`src/rtl/ycbcr_to_rgb_stream_pkg.sv`:
```
// Shared types and Q8 conversion constants for the YCbCr block-to-RGB pixel stream.
package ycbcr_to_rgb_stream_pkg;

    typedef enum logic [1:0] {
        CH_Y  = 2'd0,
        CH_CB = 2'd1,
        CH_CR = 2'd2
    } ch_t;

    localparam logic [1:0] CH_NONE = 2'd3;

    typedef enum logic [0:0] {
        ST_COLLECT = 1'b0,
        ST_STREAM  = 1'b1
    } state_t;

    typedef logic signed [7:0] sample_t;
    typedef sample_t [7:0][7:0] block_t;

    localparam logic signed [31:0] K_R_CR  = 32'sd359;
    localparam logic signed [31:0] K_G_CB  = 32'sd88;
    localparam logic signed [31:0] K_G_CR  = 32'sd183;
    localparam logic signed [31:0] K_B_CB  = 32'sd454;
    localparam int                 Q_SHIFT = 8;

endpackage

```
`src/rtl/ycbcr_to_rgb_stream_pixel.sv`:
```
// Combinational YCbCr -> RGB conversion of one pixel in Q8 fixed point, clamped to 0..255.
module ycc_pixel_to_rgb
    import ycbcr_to_rgb_stream_pkg::*;
(
    input  logic signed [7:0] y_i,
    input  logic signed [7:0] cb_i,
    input  logic signed [7:0] cr_i,
    output logic        [7:0] r_o,
    output logic        [7:0] g_o,
    output logic        [7:0] b_o
);

    // Round-half-up then floor shift back from Q8.
    function automatic logic signed [31:0] q8_round(input logic signed [31:0] p);
        return (p + (32'sd1 <<< (Q_SHIFT - 1))) >>> Q_SHIFT;
    endfunction

    function automatic logic [7:0] sat_u8(input logic signed [31:0] v);
        if (v < 0)
            return 8'd0;
        else if (v > 32'sd255)
            return 8'd255;
        else
            return v[7:0];
    endfunction

    logic signed [31:0] y_ext;
    logic signed [31:0] cb_ext;
    logic signed [31:0] cr_ext;
    logic signed [31:0] r_s;
    logic signed [31:0] g_s;
    logic signed [31:0] b_s;

    assign y_ext  = 32'(y_i) + 32'sd128;
    assign cb_ext = 32'(cb_i);
    assign cr_ext = 32'(cr_i);

    assign r_s = y_ext + q8_round(K_R_CR * cr_ext);
    assign g_s = y_ext + q8_round(-(K_G_CB * cb_ext) - (K_G_CR * cr_ext));
    assign b_s = y_ext + q8_round(K_B_CB * cb_ext);

    assign r_o = sat_u8(r_s);
    assign g_o = sat_u8(g_s);
    assign b_o = sat_u8(b_s);

endmodule

```
`src/rtl/ycbcr_to_rgb_stream.sv`:
```
// Buffers one Y/Cb/Cr 8x8 block set, then streams 64 RGB pixels in raster order
// through a single-entry valid/ready output register.
module ycbcr_to_rgb_stream
    import ycbcr_to_rgb_stream_pkg::*;
(
    input  logic        clk,
    input  logic        rst_n,
    input  logic [1:0]  ch_in,
    input  logic        valid_in,
    output logic        ready_in,
    input  block_t      block_in,
    output logic [7:0]  r_out,
    output logic [7:0]  g_out,
    output logic [7:0]  b_out,
    output logic [2:0]  row_out,
    output logic [2:0]  col_out,
    output logic        last_out,
    output logic        valid_out,
    input  logic        ready_out
);

    state_t     state_q, state_d;
    logic [2:0] mask_q, mask_d;
    logic [5:0] idx_q, idx_d;
    logic       vld_q, vld_d;
    logic       last_q, last_d;
    logic [7:0] r_q, r_d, g_q, g_d, b_q, b_d;
    logic [2:0] row_q, row_d, col_q, col_d;

    block_t     y_buf_q, cb_buf_q, cr_buf_q;

    sample_t    y_sel, cb_sel, cr_sel;
    logic [7:0] pix_r, pix_g, pix_b;

    assign y_sel  = y_buf_q[idx_q[5:3]][idx_q[2:0]];
    assign cb_sel = cb_buf_q[idx_q[5:3]][idx_q[2:0]];
    assign cr_sel = cr_buf_q[idx_q[5:3]][idx_q[2:0]];

    ycc_pixel_to_rgb u_conv (
        .y_i  (y_sel),
        .cb_i (cb_sel),
        .cr_i (cr_sel),
        .r_o  (pix_r),
        .g_o  (pix_g),
        .b_o  (pix_b)
    );

    assign ready_in = (state_q == ST_COLLECT);

    always_comb begin
        state_d = state_q;
        mask_d  = mask_q;
        idx_d   = idx_q;
        vld_d   = vld_q;
        last_d  = last_q;
        r_d     = r_q;
        g_d     = g_q;
        b_d     = b_q;
        row_d   = row_q;
        col_d   = col_q;

        case (state_q)
            ST_COLLECT: begin
                if (valid_in && (ch_in != CH_NONE)) begin
                    mask_d = mask_q | (3'b001 << ch_in);
                    if (mask_d == 3'b111) begin
                        state_d = ST_STREAM;
                        idx_d   = 6'd0;
                    end
                end
            end
            ST_STREAM: begin
                if (!vld_q || ready_out) begin
                    // Pixel 63 is leaving: the block set is finished.
                    if (vld_q && last_q) begin
                        vld_d   = 1'b0;
                        last_d  = 1'b0;
                        mask_d  = 3'b000;
                        state_d = ST_COLLECT;
                    end else begin
                        vld_d  = 1'b1;
                        r_d    = pix_r;
                        g_d    = pix_g;
                        b_d    = pix_b;
                        row_d  = idx_q[5:3];
                        col_d  = idx_q[2:0];
                        last_d = (idx_q == 6'd63);
                        idx_d  = idx_q + 6'd1;
                    end
                end
            end
            default: state_d = ST_COLLECT;
        endcase
    end

    always_ff @(posedge clk or negedge rst_n) begin
        if (!rst_n) begin
            state_q <= ST_COLLECT;
            mask_q  <= 3'b000;
            idx_q   <= 6'd0;
            vld_q   <= 1'b0;
            last_q  <= 1'b0;
            r_q     <= 8'd0;
            g_q     <= 8'd0;
            b_q     <= 8'd0;
            row_q   <= 3'd0;
            col_q   <= 3'd0;
        end else begin
            state_q <= state_d;
            mask_q  <= mask_d;
            idx_q   <= idx_d;
            vld_q   <= vld_d;
            last_q  <= last_d;
            r_q     <= r_d;
            g_q     <= g_d;
            b_q     <= b_d;
            row_q   <= row_d;
            col_q   <= col_d;
        end
    end

    // Sample buffers carry no reset; they are always rewritten before use.
    always_ff @(posedge clk) begin
        if ((state_q == ST_COLLECT) && valid_in) begin
            case (ch_in)
                CH_Y:    y_buf_q  <= block_in;
                CH_CB:   cb_buf_q <= block_in;
                CH_CR:   cr_buf_q <= block_in;
                default: ;
            endcase
        end
    end

    assign r_out     = r_q;
    assign g_out     = g_q;
    assign b_out     = b_q;
    assign row_out   = row_q;
    assign col_out   = col_q;
    assign last_out  = last_q;
    assign valid_out = vld_q;

endmodule
```
`config.mk`:
```
export PLATFORM = sky130hd
export DESIGN_NAME = ycbcr_to_rgb_stream
export DESIGN_NICKNAME = d
export VERILOG_FILES = /design/src/rtl/ycbcr_to_rgb_stream_pkg.sv /design/src/rtl/ycbcr_to_rgb_stream_pixel.sv /design/src/rtl/ycbcr_to_rgb_stream.sv
export SDC_FILE = /design/constraint.sdc
export NUM_CORES = 2
export LEC_CHECK = 0
export CORE_ASPECT_RATIO = 0.75
export CORE_MARGIN = 3
export CORE_UTILIZATION = 35
export CTS_CLUSTER_SIZE = 20
export DETAILED_ROUTE_END_ITERATION = 16
export SLEW_MARGIN = 30
export SYNTH_ARGS = -nofsm -noshare
export SYNTH_HDL_FRONTEND = slang
export SYNTH_SLANG_ARGS = --single-unit
```
`constraint.sdc`:
```
create_clock -name clk -period 43.4 [get_ports clk]
set_input_delay 13.02 -clock clk [delete_from_list [all_inputs] [get_ports clk]]
set_output_delay 13.02 -clock clk [all_outputs]
set_load 0.02 [all_outputs]
```
======== Word level (Yosys, flattened, before mapping) ========
Cells that the tools add are included.
storage, ports and cells
  latch bits .............................. 0
  bits in registers ....................... 1578
  memory bits (read-only) ................. 0
  memories ................................ 0
  output and inout port bits .............. 33
  bits of input ports ..................... 518
  word-level logic and storage cells ...... 284
  bits in writable memories ............... 0
operators by class
  reductions and logical operators ........ 13
  shift-type cells ........................ 1
  $add $sub $neg .......................... 10
  bitwise operators ....................... 3
  div/mod/pow operators ................... 0
  multiply operators ...................... 4
  mux-type cells .......................... 33
  eq/ne operators ......................... 10
  magnitude comparators ................... 8
operators with widths
  operator                 count
  $bmux W64 S3             3
  $mux W64                 3
  $gt A32 B9 Y1 const B    3
  $lt A32 B1 Y1 const B    3
  $bmux W8 S3              3
  $mux W8                  9
  $add A18 B9 Y19 const B  2
  $mul A9 B8 Y17 const A   2
  $add A32 B9 Y32 const B  1
  $neg A32 Y32             1
  $sub A32 B32 Y32         1
  $add A10 B24 Y25         1
  $add A10 B11 Y12         2
  $mux W6                  4
  $mul A10 B8 Y18 const A  1
  $mul A5 B8 Y13 const A   1
  $pmux W6 S2              1
  $add A8 B9 Y10 const B   1
  $mux W3                  3
  $lt A3 B4 Y1 const B     2
  $ne A2 B1 Y1 const B     4
  $reduce_and A2 Y1        4
  $add A6 B1 Y6 const B    1
  $eq A6 B6 Y1 const B     1
  16 further kinds         25

======== Logic depth before layout (Yosys ltp) ========
  word-level depth ........................ 12
  mapped depth ............................ 45
  depth with buffers taken out ............ 38

======== Cells and area by module ========
A second synthesis with hierarchy kept.
unflattened totals
  cell total of the unflattened synthesis .. 3474
  area total of the unflattened synthesis .. 66926.7 µm²
by module, submodules not included
  module               cells each  instances  area each (µm²)  seq. area each (µm²)
  ycbcr_to_rgb_stream  2629        1          59736.0          47175.2
  ycc_pixel_to_rgb     845         1          7190.6           0.0

======== Least setup slack after synthesis ========
No wires, ideal clock.
  path type ............................... in2reg
  start ................................... input port valid_in
  end ..................................... register cr_buf_q[0] in the netlist's numbering (enable)
  buffers on the path ..................... 0
  data required time ...................... 41.280 ns
  cell stages on the path ................. 2
  setup slack ............................. -8.736 ns
  arrival time ............................ 50.016 ns
  setup time .............................. 2.120 ns
  cell sequence ........................... nand2_1 > nor3b_1
on the way
  cells in the longest elaborated chain, start to end .. 2
RTL lines
  element                      RTL line                    source
  from (decl)                  ycbcr_to_rgb_stream.sv:9    input logic valid_in,
  $logic_and A1 B1 Y1          ycbcr_to_rgb_stream.sv:124  if ((state_q == ST_COLLECT) && valid_in) begin
  $reduce_and A2 Y1 (no line)  n/a
  to (signal assigned)         ycbcr_to_rgb_stream.sv:128  CH_CR: cr_buf_q <= block_in;
  to (decl)                    ycbcr_to_rgb_stream.sv:30   block_t y_buf_q, cb_buf_q, cr_buf_q;
Every way passes these cells.
A chain may end at the register's enable or synchronous reset.

======== Worst setup path in the final report ========
  start ................................... input port ch_in[0]
  end ..................................... register y_buf_q[357] in the netlist's numbering (enable)
on the way
  cells in the longest elaborated chain, start to end .. 2
RTL lines
  element                      RTL line                    source
  from (decl)                  ycbcr_to_rgb_stream.sv:8    input logic [1:0] ch_in,
  $logic_not A2 Y1             ycbcr_to_rgb_stream.sv:125  case (ch_in)
  $reduce_and A2 Y1 (no line)  n/a
  to (signal assigned)         ycbcr_to_rgb_stream.sv:126  CH_Y: y_buf_q <= block_in;
  to (decl)                    ycbcr_to_rgb_stream.sv:30
Every way passes these cells.

==> out/results.ini <==
[outcome]
status=finished, final reports clean

[logic_synthesis]
synth_area_um2=66400
synthDistinctLibCells=72
async_flop_share_pct=2.66
synth-adder-area-share_pct=5.16
syn_inst=3140
syn_avg_cell_area_um2=21.1
synth_top_family_by_area=multiplexers
ys_ff_latch=1578
synthFlopType=edfxtp_1
ys_warn_count=0
synth_top_area_share_pct=69.5
synth_nets=3903
synth-seq-area-share_pct=71.1
synth_top_area_cell=edfxtp_1
synth_area_leaders=edfxtp_1 (69%), mux4_2 (17%), ha_1 (3.7%)
synthSimpleGateAreaFrac_pct=1.90
synth.area.mux_share_pct=17.0
synth-compound-area-share_pct=2.21
synth-edff-count=1536
synth_xor_area_share_pct=1.03

[worst_setup_path]
crit_type=input port to register
cp_slowest_cell=nor3_4
cp_common_cell=buf_4
cp_data_required_time_ns=43.83
cpPeakStageDelay_ns=0.69
crit_path_end_kind=register
path_max_fanout=77
worstPathCellList=clkdlybuf4s50_1 > nor3_4 > buf_4 > buf_4 > buf_4 > buf_6
startpoint_type=input port
cp_data_arrival_time_ns=17.02

[timing]
rsz0062_at_grt=no
slew-limit-headroom_pct=36.8
finClkSkew_ns=0.0648
final_hold_viol_count=0
slew_violations=0
fin_crit_sh_pct=38.2
min_period_ns=16.59
worst_pin_slew_ns=0.948
setup_tns_ns=0
setup_viol=0
fmax_mhz=60.3

[cells_and_area]
fin_area_um2=80000
fin_nets=4532
utilization_pct=42.8
area_growth_pct=20.6
final_common_cell=edfxtp_1
drive_gt1_share_pct=19.7
fin_cells=6410
final_cell_mix=edfxtp_1 (1536), clkdlybuf4s50_1 (549), mux4_2 (488)

[floorplanning]
dieArea_um2=195000
die_h_um=383
start_util_pct=35.5
core-area_um2=187000
rows=137
ioPinCount=551
die_w_um=509

[grt]
grt_overflow_total=0
antenna_found_initial=35
track_usage_pct=17.7
grt_pass1_vias=34400
grt_max_degree=176
grt_pass1_wl_um=249000

[detailed_routing]
drt-initial-drc-count=2777
firstDrtPassIters=5
route.detailed.drc=0
vias=32700
ant_nets=0
wl_per_cell_um=26.9
via_per_inst=5.11
drt_wl_total_um=173000

[clock_network]
cts-root-buf=clkbuf_16
cts_htree_levels=4
clockBufferDepth=3
cts_resized=0
clock_sinks=1578
clk_pin_slew_ns=0.06
clkLatencyLatePin_ns=0.82
post-cts-setup-buffer-count=0
cts_buffers=155
postCtsHoldBufs=0
cts_tree=built

[placement]
hpwl_um=124000
portBuffers=550
gp_congestion=0.812
dpl_cell_area_um2=74900
dp_cells=6113

[min_path]
hp-class=register to register

[run]
max_cap_violations=0

==> routing by layer <==
layer  share of wire [%]  GRT usage (%)
met1                  44           25.1
met2                  49           29.0
met3                 4.5           2.93
met4                 1.7           3.82
met5               0.064              0
==> area by class of cell <==
cell class	count	area [µm²]
clock buffer	196	4030
multi-input combinational	1295	18100
timing repair buffer	598	6010
tap	2502	3130
sequential	1578	47200
antenna	11	27.5
clock inverter	89	993
inverter	141	529
fill	16100	107000
==> stage by stage <==
| stage | hold WS [ns] | setup WS [ns] |
|---|---|---|
| 4_1_cts | 0.484 | 26.61 |
| 5_1_grt | 0.511 | 26.56 |
| 3_3_place_gp | 0.478 | 25.52 |
| 2_1_floorplan | 0.464 | -8.74 |
| 3_5_place_dp | 0.469 | 25.69 |
| 6_report | 0.485 | 26.81 |
==> worst paths after layout <==
check	from	endpoint	slack (ns)	cells after the start
max in group asynchronous	rst_n	idx_q[4]$_DFFE_PN0P_	30.78	1
worst max register to register	idx_q[3]$_DFFE_PN0P_	g_out[7]$_DFFE_PN0P_	31.70	35
worst max-delay path	ch_in[0]	y_buf_q[357]$_DFFE_PP_	26.81	6
worst min register to register	row_out[0]$_DFFE_PN0P_	row_out[0]$_DFFE_PN0P_	0.48	2
worst min-delay path	row_out[0]$_DFFE_PN0P_	row_out[0]$_DFFE_PN0P_	0.48	2
min in group asynchronous	rst_n	mask_q[2]$_DFFE_PN0P_	12.20	1
==> logic make-up (layout without fill, tap and decap cells) <==
group / count (synthesis) / count (layout)
DFF: 1578 / 1578
adders and majority gates: 245 / 245
muxes: 509 / 509
other: 0 / 11
xor gates and xnor gates: 78 / 78
buffers and inverters: 267 / 1024
and+or+nand+nor: 244 / 244
AOI/OAI and AO/OA: 219 / 219
==> critical path: cells and delay by family <==
family / cells / cell delay, ns
buf+inv: 5 / 3.06
simple gates: 1 / 0.69
==> registers in the layout (all words and copies together) (netlist names) <==
signal / flops
cb_buf_q: 512
cr_buf_q: 512
y_buf_q: 512
b_out: 8
g_out: 8
r_out: 8
idx_q: 6
col_out: 3
mask_q: 3
row_out: 3
last_out: 1
state_q: 1
valid_out: 1
==> synth_stat cells, types with 8 or more instances <==
library cell     n
nor2b_1         15
xor2_1          36
buf_1           33
o21a_1          26
clkbuf_1        66
fa_1            48
nand4_1          9
mux4_2         488
dfrtp_1         42
ha_1           197
a21o_1          19
or3_1            8
o21ai_0         43
a221o_1          8
xnor2_1         42
nand2b_1        14
nand2_1         57
nor3_1          24
nand3_1         17
a21oi_1         54
inv_1          141
buf_2           15
nor2_1          54
mux2i_1         16
edfxtp_1      1536
Power is left out: the tool's default activity adds up to more than one toggle a clock period on the data nets, which glitch-free logic cannot reach.
